File: src/rtl/regmodel0_mutex0_lock_engine.sv
// Hardware mutex with owner/software-ID check, a single recorded waiter,
// a post-release reservation window for that waiter and an optional lease timeout.
module regmodel0_mutex0_lock_engine #(
    parameter int unsigned LEASE_CYCLES = 0,
    parameter int unsigned RES_CYCLES   = 16
) (
    input  logic        clk,
    input  logic        rst,
    input  logic [5:0]  reqinfo,
    input  logic [30:0] swid_din,
    input  logic        swid_w,
    input  logic        swid_r,
    input  logic        lock_din,
    input  logic        lock_w,
    output logic [30:0] swid_qout,
    output logic        lock_qout,
    output logic [5:0]  owner_qout,
    output logic        waiter_vld,
    output logic        acq_ok,
    output logic        acq_fail,
    output logic        rel_pulse,
    output logic        tmo_pulse,
    output logic [7:0]  fail_cnt
);

    typedef enum logic [1:0] {
        S_FREE     = 2'd0,
        S_LOCKED   = 2'd1,
        S_RESERVED = 2'd2
    } state_t;

    localparam logic        LEASE_EN   = (LEASE_CYCLES != 0);
    localparam logic [23:0] LEASE_LAST = 24'(LEASE_CYCLES) - 24'd1;
    localparam logic [7:0]  RES_LOAD   = 8'(RES_CYCLES);

    function automatic logic [7:0] sat_inc(input logic [7:0] v);
        sat_inc = (v == 8'hFF) ? v : v + 8'd1;
    endfunction

    state_t      state_q, state_d;
    logic [30:0] swid_q, swid_d;
    logic [5:0]  owner_q, owner_d;
    logic [5:0]  waiter_q, waiter_d;
    logic        wv_q, wv_d;
    logic [23:0] lease_q, lease_d;
    logic [7:0]  res_q, res_d;
    logic [7:0]  fail_cnt_q, fail_cnt_d;
    logic        lock_q, lock_d;
    logic        acq_ok_q, acq_ok_d;
    logic        acq_fail_q, acq_fail_d;
    logic        rel_q, rel_d;
    logic        tmo_q, tmo_d;

    logic acquire_s;
    logic release_s;
    logic owner_match_s;
    logic lease_exp_s;
    logic unused_s;

    assign acquire_s     = lock_w & lock_din;
    assign release_s     = lock_w & ~lock_din;
    assign owner_match_s = (reqinfo == owner_q) && (swid_din == swid_q);
    assign lease_exp_s   = LEASE_EN && (lease_q == LEASE_LAST);
    // Field strobes have no side effect on the lock.
    assign unused_s      = swid_w ^ swid_r;

    // Next-state and event decode, all decisions from pre-edge state.
    always_comb begin
        state_d    = state_q;
        swid_d     = swid_q;
        owner_d    = owner_q;
        waiter_d   = waiter_q;
        wv_d       = wv_q;
        lease_d    = lease_q;
        res_d      = res_q;
        fail_cnt_d = fail_cnt_q;
        acq_ok_d   = 1'b0;
        acq_fail_d = 1'b0;
        rel_d      = 1'b0;
        tmo_d      = 1'b0;

        case (state_q)
            S_FREE: begin
                if (acquire_s) begin
                    state_d  = S_LOCKED;
                    swid_d   = swid_din;
                    owner_d  = reqinfo;
                    lease_d  = 24'd0;
                    acq_ok_d = 1'b1;
                end else begin
                    state_d = S_FREE;
                end
            end
            S_LOCKED: begin
                if ((release_s && owner_match_s) || lease_exp_s) begin
                    // Owner release beats a simultaneous lease expiry.
                    rel_d   = release_s && owner_match_s;
                    tmo_d   = !(release_s && owner_match_s);
                    state_d = wv_q ? S_RESERVED : S_FREE;
                    swid_d  = 31'd0;
                    owner_d = 6'd0;
                    lease_d = 24'd0;
                    res_d   = RES_LOAD;
                    if (acquire_s) begin
                        acq_fail_d = 1'b1;
                        fail_cnt_d = sat_inc(fail_cnt_q);
                    end else begin
                        acq_fail_d = 1'b0;
                    end
                end else begin
                    lease_d = LEASE_EN ? (lease_q + 24'd1) : 24'd0;
                    if (acquire_s) begin
                        acq_fail_d = 1'b1;
                        fail_cnt_d = sat_inc(fail_cnt_q);
                        if (!wv_q) begin
                            waiter_d = reqinfo;
                            wv_d     = 1'b1;
                        end else begin
                            waiter_d = waiter_q;
                        end
                    end else begin
                        acq_fail_d = 1'b0;
                    end
                end
            end
            S_RESERVED: begin
                if (acquire_s && (reqinfo == waiter_q)) begin
                    state_d  = S_LOCKED;
                    swid_d   = swid_din;
                    owner_d  = reqinfo;
                    lease_d  = 24'd0;
                    wv_d     = 1'b0;
                    res_d    = 8'd0;
                    acq_ok_d = 1'b1;
                end else begin
                    if (acquire_s) begin
                        acq_fail_d = 1'b1;
                        fail_cnt_d = sat_inc(fail_cnt_q);
                    end else begin
                        acq_fail_d = 1'b0;
                    end
                    // Window closes after the last reserved cycle.
                    if (res_q <= 8'd1) begin
                        state_d = S_FREE;
                        wv_d    = 1'b0;
                        res_d   = 8'd0;
                    end else begin
                        res_d = res_q - 8'd1;
                    end
                end
            end
            default: begin
                state_d = S_FREE;
                swid_d  = 31'd0;
                owner_d = 6'd0;
                wv_d    = 1'b0;
            end
        endcase

        lock_d = (state_d == S_LOCKED);
    end

    // State and output registers with synchronous reset.
    always_ff @(posedge clk) begin
        if (rst) begin
            state_q    <= S_FREE;
            swid_q     <= 31'd0;
            owner_q    <= 6'd0;
            waiter_q   <= 6'd0;
            wv_q       <= 1'b0;
            lease_q    <= 24'd0;
            res_q      <= 8'd0;
            fail_cnt_q <= 8'd0;
            lock_q     <= 1'b0;
            acq_ok_q   <= 1'b0;
            acq_fail_q <= 1'b0;
            rel_q      <= 1'b0;
            tmo_q      <= 1'b0;
        end else begin
            state_q    <= state_d;
            swid_q     <= swid_d;
            owner_q    <= owner_d;
            waiter_q   <= waiter_d;
            wv_q       <= wv_d;
            lease_q    <= lease_d;
            res_q      <= res_d;
            fail_cnt_q <= fail_cnt_d;
            lock_q     <= lock_d;
            acq_ok_q   <= acq_ok_d;
            acq_fail_q <= acq_fail_d;
            rel_q      <= rel_d;
            tmo_q      <= tmo_d;
        end
    end

    assign swid_qout  = swid_q;
    assign lock_qout  = lock_q;
    assign owner_qout = owner_q;
    assign waiter_vld = wv_q;
    assign acq_ok     = acq_ok_q;
    assign acq_fail   = acq_fail_q;
    assign rel_pulse  = rel_q;
    assign tmo_pulse  = tmo_q;
    assign fail_cnt   = fail_cnt_q;

endmodule

File: config.mk
export PLATFORM = sky130hd
export DESIGN_NAME = regmodel0_mutex0_lock_engine
export DESIGN_NICKNAME = d
export VERILOG_FILES = /design/src/rtl/regmodel0_mutex0_lock_engine.sv
export SDC_FILE = /design/constraint.sdc
export NUM_CORES = 1
export LEC_CHECK = 0
export BUFFER_PORTS_ARGS = -buffer_cell sky130_fd_sc_hd__buf_2
export CAP_MARGIN = 20
export CORE_MARGIN = 2
export CORE_UTILIZATION = 40
export DETAILED_ROUTE_END_ITERATION = 10
export GPL_ROUTABILITY_DRIVEN = 0
export GPL_TIMING_DRIVEN = 0
export SETUP_SLACK_MARGIN = 0.15
export SYNTH_ARGS = -nofsm -noshare
export SYNTH_HDL_FRONTEND = slang
export SYNTH_SLANG_ARGS = --single-unit
File: constraint.sdc
create_clock -name clk -period 5.4 [get_ports clk]
set_input_delay 1.08 -clock clk [delete_from_list [all_inputs] [get_ports clk]]
set_output_delay 1.08 -clock clk [all_outputs]
set_load 0.005 [all_outputs]
* After elaboration in Yosys (flattened, before gate mapping)
Index checks and enable logic that the tools add are counted.
Word-level totals: register bits 67, output and inout port bits 51, word-level logic and storage cells 82
Cells by class: equal/unequal tests 14, reductions and logical operators 13, bitwise operators 7, mux-type cells 33, $add $sub $neg 2, magnitude comparators 1
Operator list (number):
- 31-bit two-way mux | 3
- 31-bit one-hot mux with 3 select lines | 1
- 8-bit two-way mux | 6
- 8-bit one-hot mux with 2 select lines | 2
- 31-bit == test | 1
- 6-bit two-way mux | 3
- 6-bit one-hot mux with 3 select lines | 1
- 6-bit == test | 2
- 2-bit != test, second input constant | 6
- 1-bit two-way mux | 9
- 8-bit by 1-bit adder with 8-bit output, second input constant | 1
- 8-bit == test, second input constant | 1
- 8-bit by 1-bit less-or-equal comparator with 1-bit output, second input constant | 1
- 2-bit two-way mux | 4
- 4-bit AND reduction | 2
- 8-bit by 1-bit subtractor with 8-bit output, second input constant | 1
- 2-bit one-hot mux with 3 select lines | 1
- 1-bit NOT | 5
- 2-bit by 1-bit == test with 1-bit output, second input constant | 2
- 1-bit one-hot mux with 2 select lines | 2
- 2-bit AND reduction | 2
- 1-bit logical AND | 3
- 3-bit != test, second input constant | 1
- 1-bit one-hot mux with 3 select lines | 1
- 8 further kinds | 9

* Logic depth before layout (Yosys ltp)
depth after elaboration 6, depth in mapped cells 9, depth with buffers taken out 8

* Least setup slack after synthesis
OpenSTA, ideal clock, no wires.
path kind input-to-reg, start point input port swid_din[2], end point register swid_q[18] (netlist: swid_qout[18]), stages on the path 7, required time 5341 ps, arrival 2698 ps, library setup time 59 ps, buffers on the path 1, setup slack 2644 ps, cell sequence xor2_1 > nor4_2 > and4_4 > a31oi_4 > nor4_4 > buf_6 > a22o_1
Between the ends: longest elaborated chain between the ends 5
Ends and longest elaborated chain:
- start, declared | RTL line 10 | input logic [30:0] swid_din,
- 31-bit == test | RTL line 62 | assign owner_match_s = (reqinfo == owner_q) && (swid_din == swid_q);
- 1-bit logical AND | RTL line 62
- 1-bit logical AND | RTL line 95 | if ((release_s && owner_match_s) || lease_exp_s) begin
- 2-bit != test (no source line)
- 3-bit AND reduction (no source line)
- end signal, assigned | RTL line 181 | swid_q <= swid_d;
- end, declared | RTL line 41 | logic [30:0] swid_q, swid_d;
No other way between the ends. A chain may end at the register's enable or synchronous reset.

* Worst setup path after layout
start point input port swid_din[17], end point register swid_q[0] (netlist: swid_qout[0])
The elaborated chain is that of the path after synthesis.

==> summary.md <==
| Metric | Value |
|---|---|
| Critical path cell sequence | `buf_2 -> xor2_1 -> nor4_2 -> nand4_1 -> o31ai_2 -> a21oi_1 -> clkbuf_1 -> a22o_1` |
| Cell row count | `32` |
| P&R area growth vs syn | `24.91%` |
| Post_cts resized | `0` |
| Io pins | `94` |
| Top-area cell type share of the netlist area | `42.25%` |
| Htree depth | `3` |
| Pwr Total | `1.075 mW` |
| Max stage delay cell, worst path | `nor4_2` |
| Hold Path Class | `flip-flop to flip-flop` |
| WP buf/inv | `2` |
| DRT antenna net count | `0` |
| Asr flop ratio synth | `0%` |
| Antenna violations before repair | `0` |
| Diode count | `0` |
| Pwr dens | `271.0 mW/mm^2` |
| TritonRoute pass-1 iters | `4` |
| Die Width | `93.08 um` |
| Post-Synthesis Cells | `307` |
| Sequential-to-total area share from yosys stat | `42.25%` |
| Post-Route WL | `7669 um` |
| CP Class | `input port to flip-flop` |
| Cts bufs inserted | `9` |
| Fillers | `736` |
| DRT iter0 DRCs | `79` |
| Tcrit/Tclk final | `57.60%` |
| Syn avg cell area | `10.34 um^2` |
| TritonCTS clock tree | `built` |
| Hold Violations, Final | `0` |
| Critical Path Fanout Max | `10` |
| Port buffer count | `91` |
| Area of the core | `0.007727 mm^2` |
| Worst setup SP type | `input port` |
| Vias per cell | `5.254` |
| Initial core utilization | `41.08%` |
| Hold buffer count at cts | `0` |
| Die Area | `0.008664 mm^2` |
| Via count | `2711` |
| First-pass GRT wire length | `12920 um` |
| Slew headroom | `38.38%` |
| Slew at the pin closest to its max-slew limit | `0.9243 ns` |
| Crit path max-delay family | `compound AO/OA/AOI/OAI gates` |
| Synthesized Nets | `357` |
| Fmax | `321.5 MHz` |
| Peak supply drop | `0.1121 mV` |
| Reg clk slew, reported paths | `0.08 ns` |
| Outcome | `finished clean` |
| Crit path DAT | `3.36 ns` |
| Number of max-cap violations | `0` |
| Number of distinct library cells after synthesis | `47` |
| RSZ-0062 raised after global routing | `no` |
| Endpoints failing setup | `0` |
| Largest net degree at the start of global routing | `14` |
| Critical path capture point type | `flip-flop` |
| DP HPWL | `5689 um` |
| Worst-Skew Late Latency | `0.35 ns` |
| Final non-filler cell total | `516` |
| Maximum clock insertion buffer count | `2` |
| Total Neg Setup Slack | `0 ns` |
| #FFs+latches synth | `67` |
| Layout cell share with drive strength beyond 1 | `31.88%` |
| GRT Total Usage | `18.98%` |
| Top cells by area, synth | `dfxtp_1 42%, xor2_1 12%, a22o_1 10%, nor4_2 3.5%, nor2_1 2.8%` |
| Final max-slew violation count | `0` |
| Largest stage delay on the critical path | `0.38 ns` |
| Syn Std Cell Area | `0.003174 mm^2` |
| Clock Sinks | `67` |
| Leakage | `1.910 nW` |
| Most instantiated cells after synthesis | `67 x dfxtp_1, 45 x xor2_1, 37 x a22o_1` |
| Number of synthesized flops with an enable pin | `0` |
| GRT overflow | `0` |
| Post-synth top flop | `dfxtp_1` |
| DRC errors left | `0` |
| Synth area leader | `dfxtp_1` |
| Placed Cells | `500` |
| Vias in the first global route | `2576` |
| # nets final | `459` |
| Post-CTS Setup Inserts | `0` |
| Seq. cell area | `0.001341 mm^2` |
| Multi-input logic area | `0.001707 mm^2` |
| Min Tclk post-route | `3.110 ns` |
| Skew final | `0.01796 ns` |
| Warnings, synthesis | `0` |
| Drt wl/cell | `14.86 um` |
| Clk root buf | `clkbuf_8` |
| Cell with the most instances after synthesis | `dfxtp_1` |
| Die height | `93.08 um` |
| Worst Path Required | `5.65 ns` |
-- sequential cells by signal, summed over array words and instances (netlist names) --
register    count
acq_fail        1
acq_ok          1
fail_cnt        8
lock_qout       1
owner_qout      6
rel_pulse       1
res_q           8
state_q         2
swid_qout      31
tmo_pulse       1
waiter_q        6
waiter_vld      1
-- cell usage in the layout, fill, tap and decap left out, drive strengths merged, types with 2 or more instances in the layout --
cell type,count
xnor2,4
a21o,2
nor2,24
nand2,8
nor4,12
and3,3
ha,7
o311ai,6
clkinv,2
or3,2
a31oi,4
dfxtp,67
nor3,3
inv,14
a22o,37
a21oi,9
nand3,2
a311oi,2
mux2i,8
xor2,45
and2,2
or4,3
nand4,9
o31ai,2
and4,3
o41ai,4
clkbuf,16
buf,98
o21ai,7
-- through the flow --
stage / area [um^2] / hold slack [ns] / worst slack [ns] / util (%)
after global routing: 3965 / 0.5301 / 2.034 / 51.31
after detailed placement: 3757 / 0.4909 / 1.864 / 48.62
after floorplan: 3174 / 0.4631 / 2.644 / -
after global placement: 3757 / 0.4870 / 1.884 / 48.62
after CTS: 3965 / 0.4998 / 2.238 / 51.31
final: 3965 / 0.4980 / 2.290 / 51.31
-- worst reg2reg max path, cell delays in order, from the launching register on --
cell and delay (ns):
dfxtp_1 0.34, inv_1 0.10, ha_1 0.15, clkbuf_1 0.33, a21oi_1 0.08, a21o_1 0.16
a21oi_1 0.73, clkbuf_1 0.55, a22o_1 0.24
-- cell families after synthesis --
logic type / after synthesis / synth area share (%)
other cells: 1 / 0.1181
mux: 8 / 2.523
compound gates: 79 / 20.54
simple gates: 72 / 14.31
fa+ha+maj: 7 / 2.759
xor+xnor: 49 / 13.52
flops: 67 / 42.25
buf+inv: 24 / 3.981
-- per-layer routing --
layer,GRT usage (%),part of all wire (%),up-vias
met5,0,0,-
met4,4.779,0.99,0
met3,7.091,7.5,9
met2,29.71,46,78
met1,24.79,45,1274
li1,-,-,1350
-- final cells by class --
type | instances | area share (%)
Tap cell | 102 | 3.219
Timing Repair Buffer | 91 | 11.49
Multi-Input combinational cell | 216 | 43.04
Clock buffer | 10 | 3.471
Clock inverter | 6 | 1.767
Inverter | 11 | 1.041
Sequential cell | 67 | 33.83
Buffer | 13 | 2.146
-- final timing paths --
kind,startpoint,to,slack (ns),cells after the start
hold / removal,res_q[5],res_q[5],0.50,2
setup reg to reg,state_q[0],swid_qout[0],2.67,8
hold reg to reg,res_q[5],res_q[5],0.50,2
setup / recovery,swid_din[17],swid_qout[0],2.29,8
-- report_power, final --
part	internal, mW	switching (mW)
logic	0.0521	0.0628
clock network	0.231	0.207
registers	0.509	0.0129
Power figures use the tool's default switching activity.
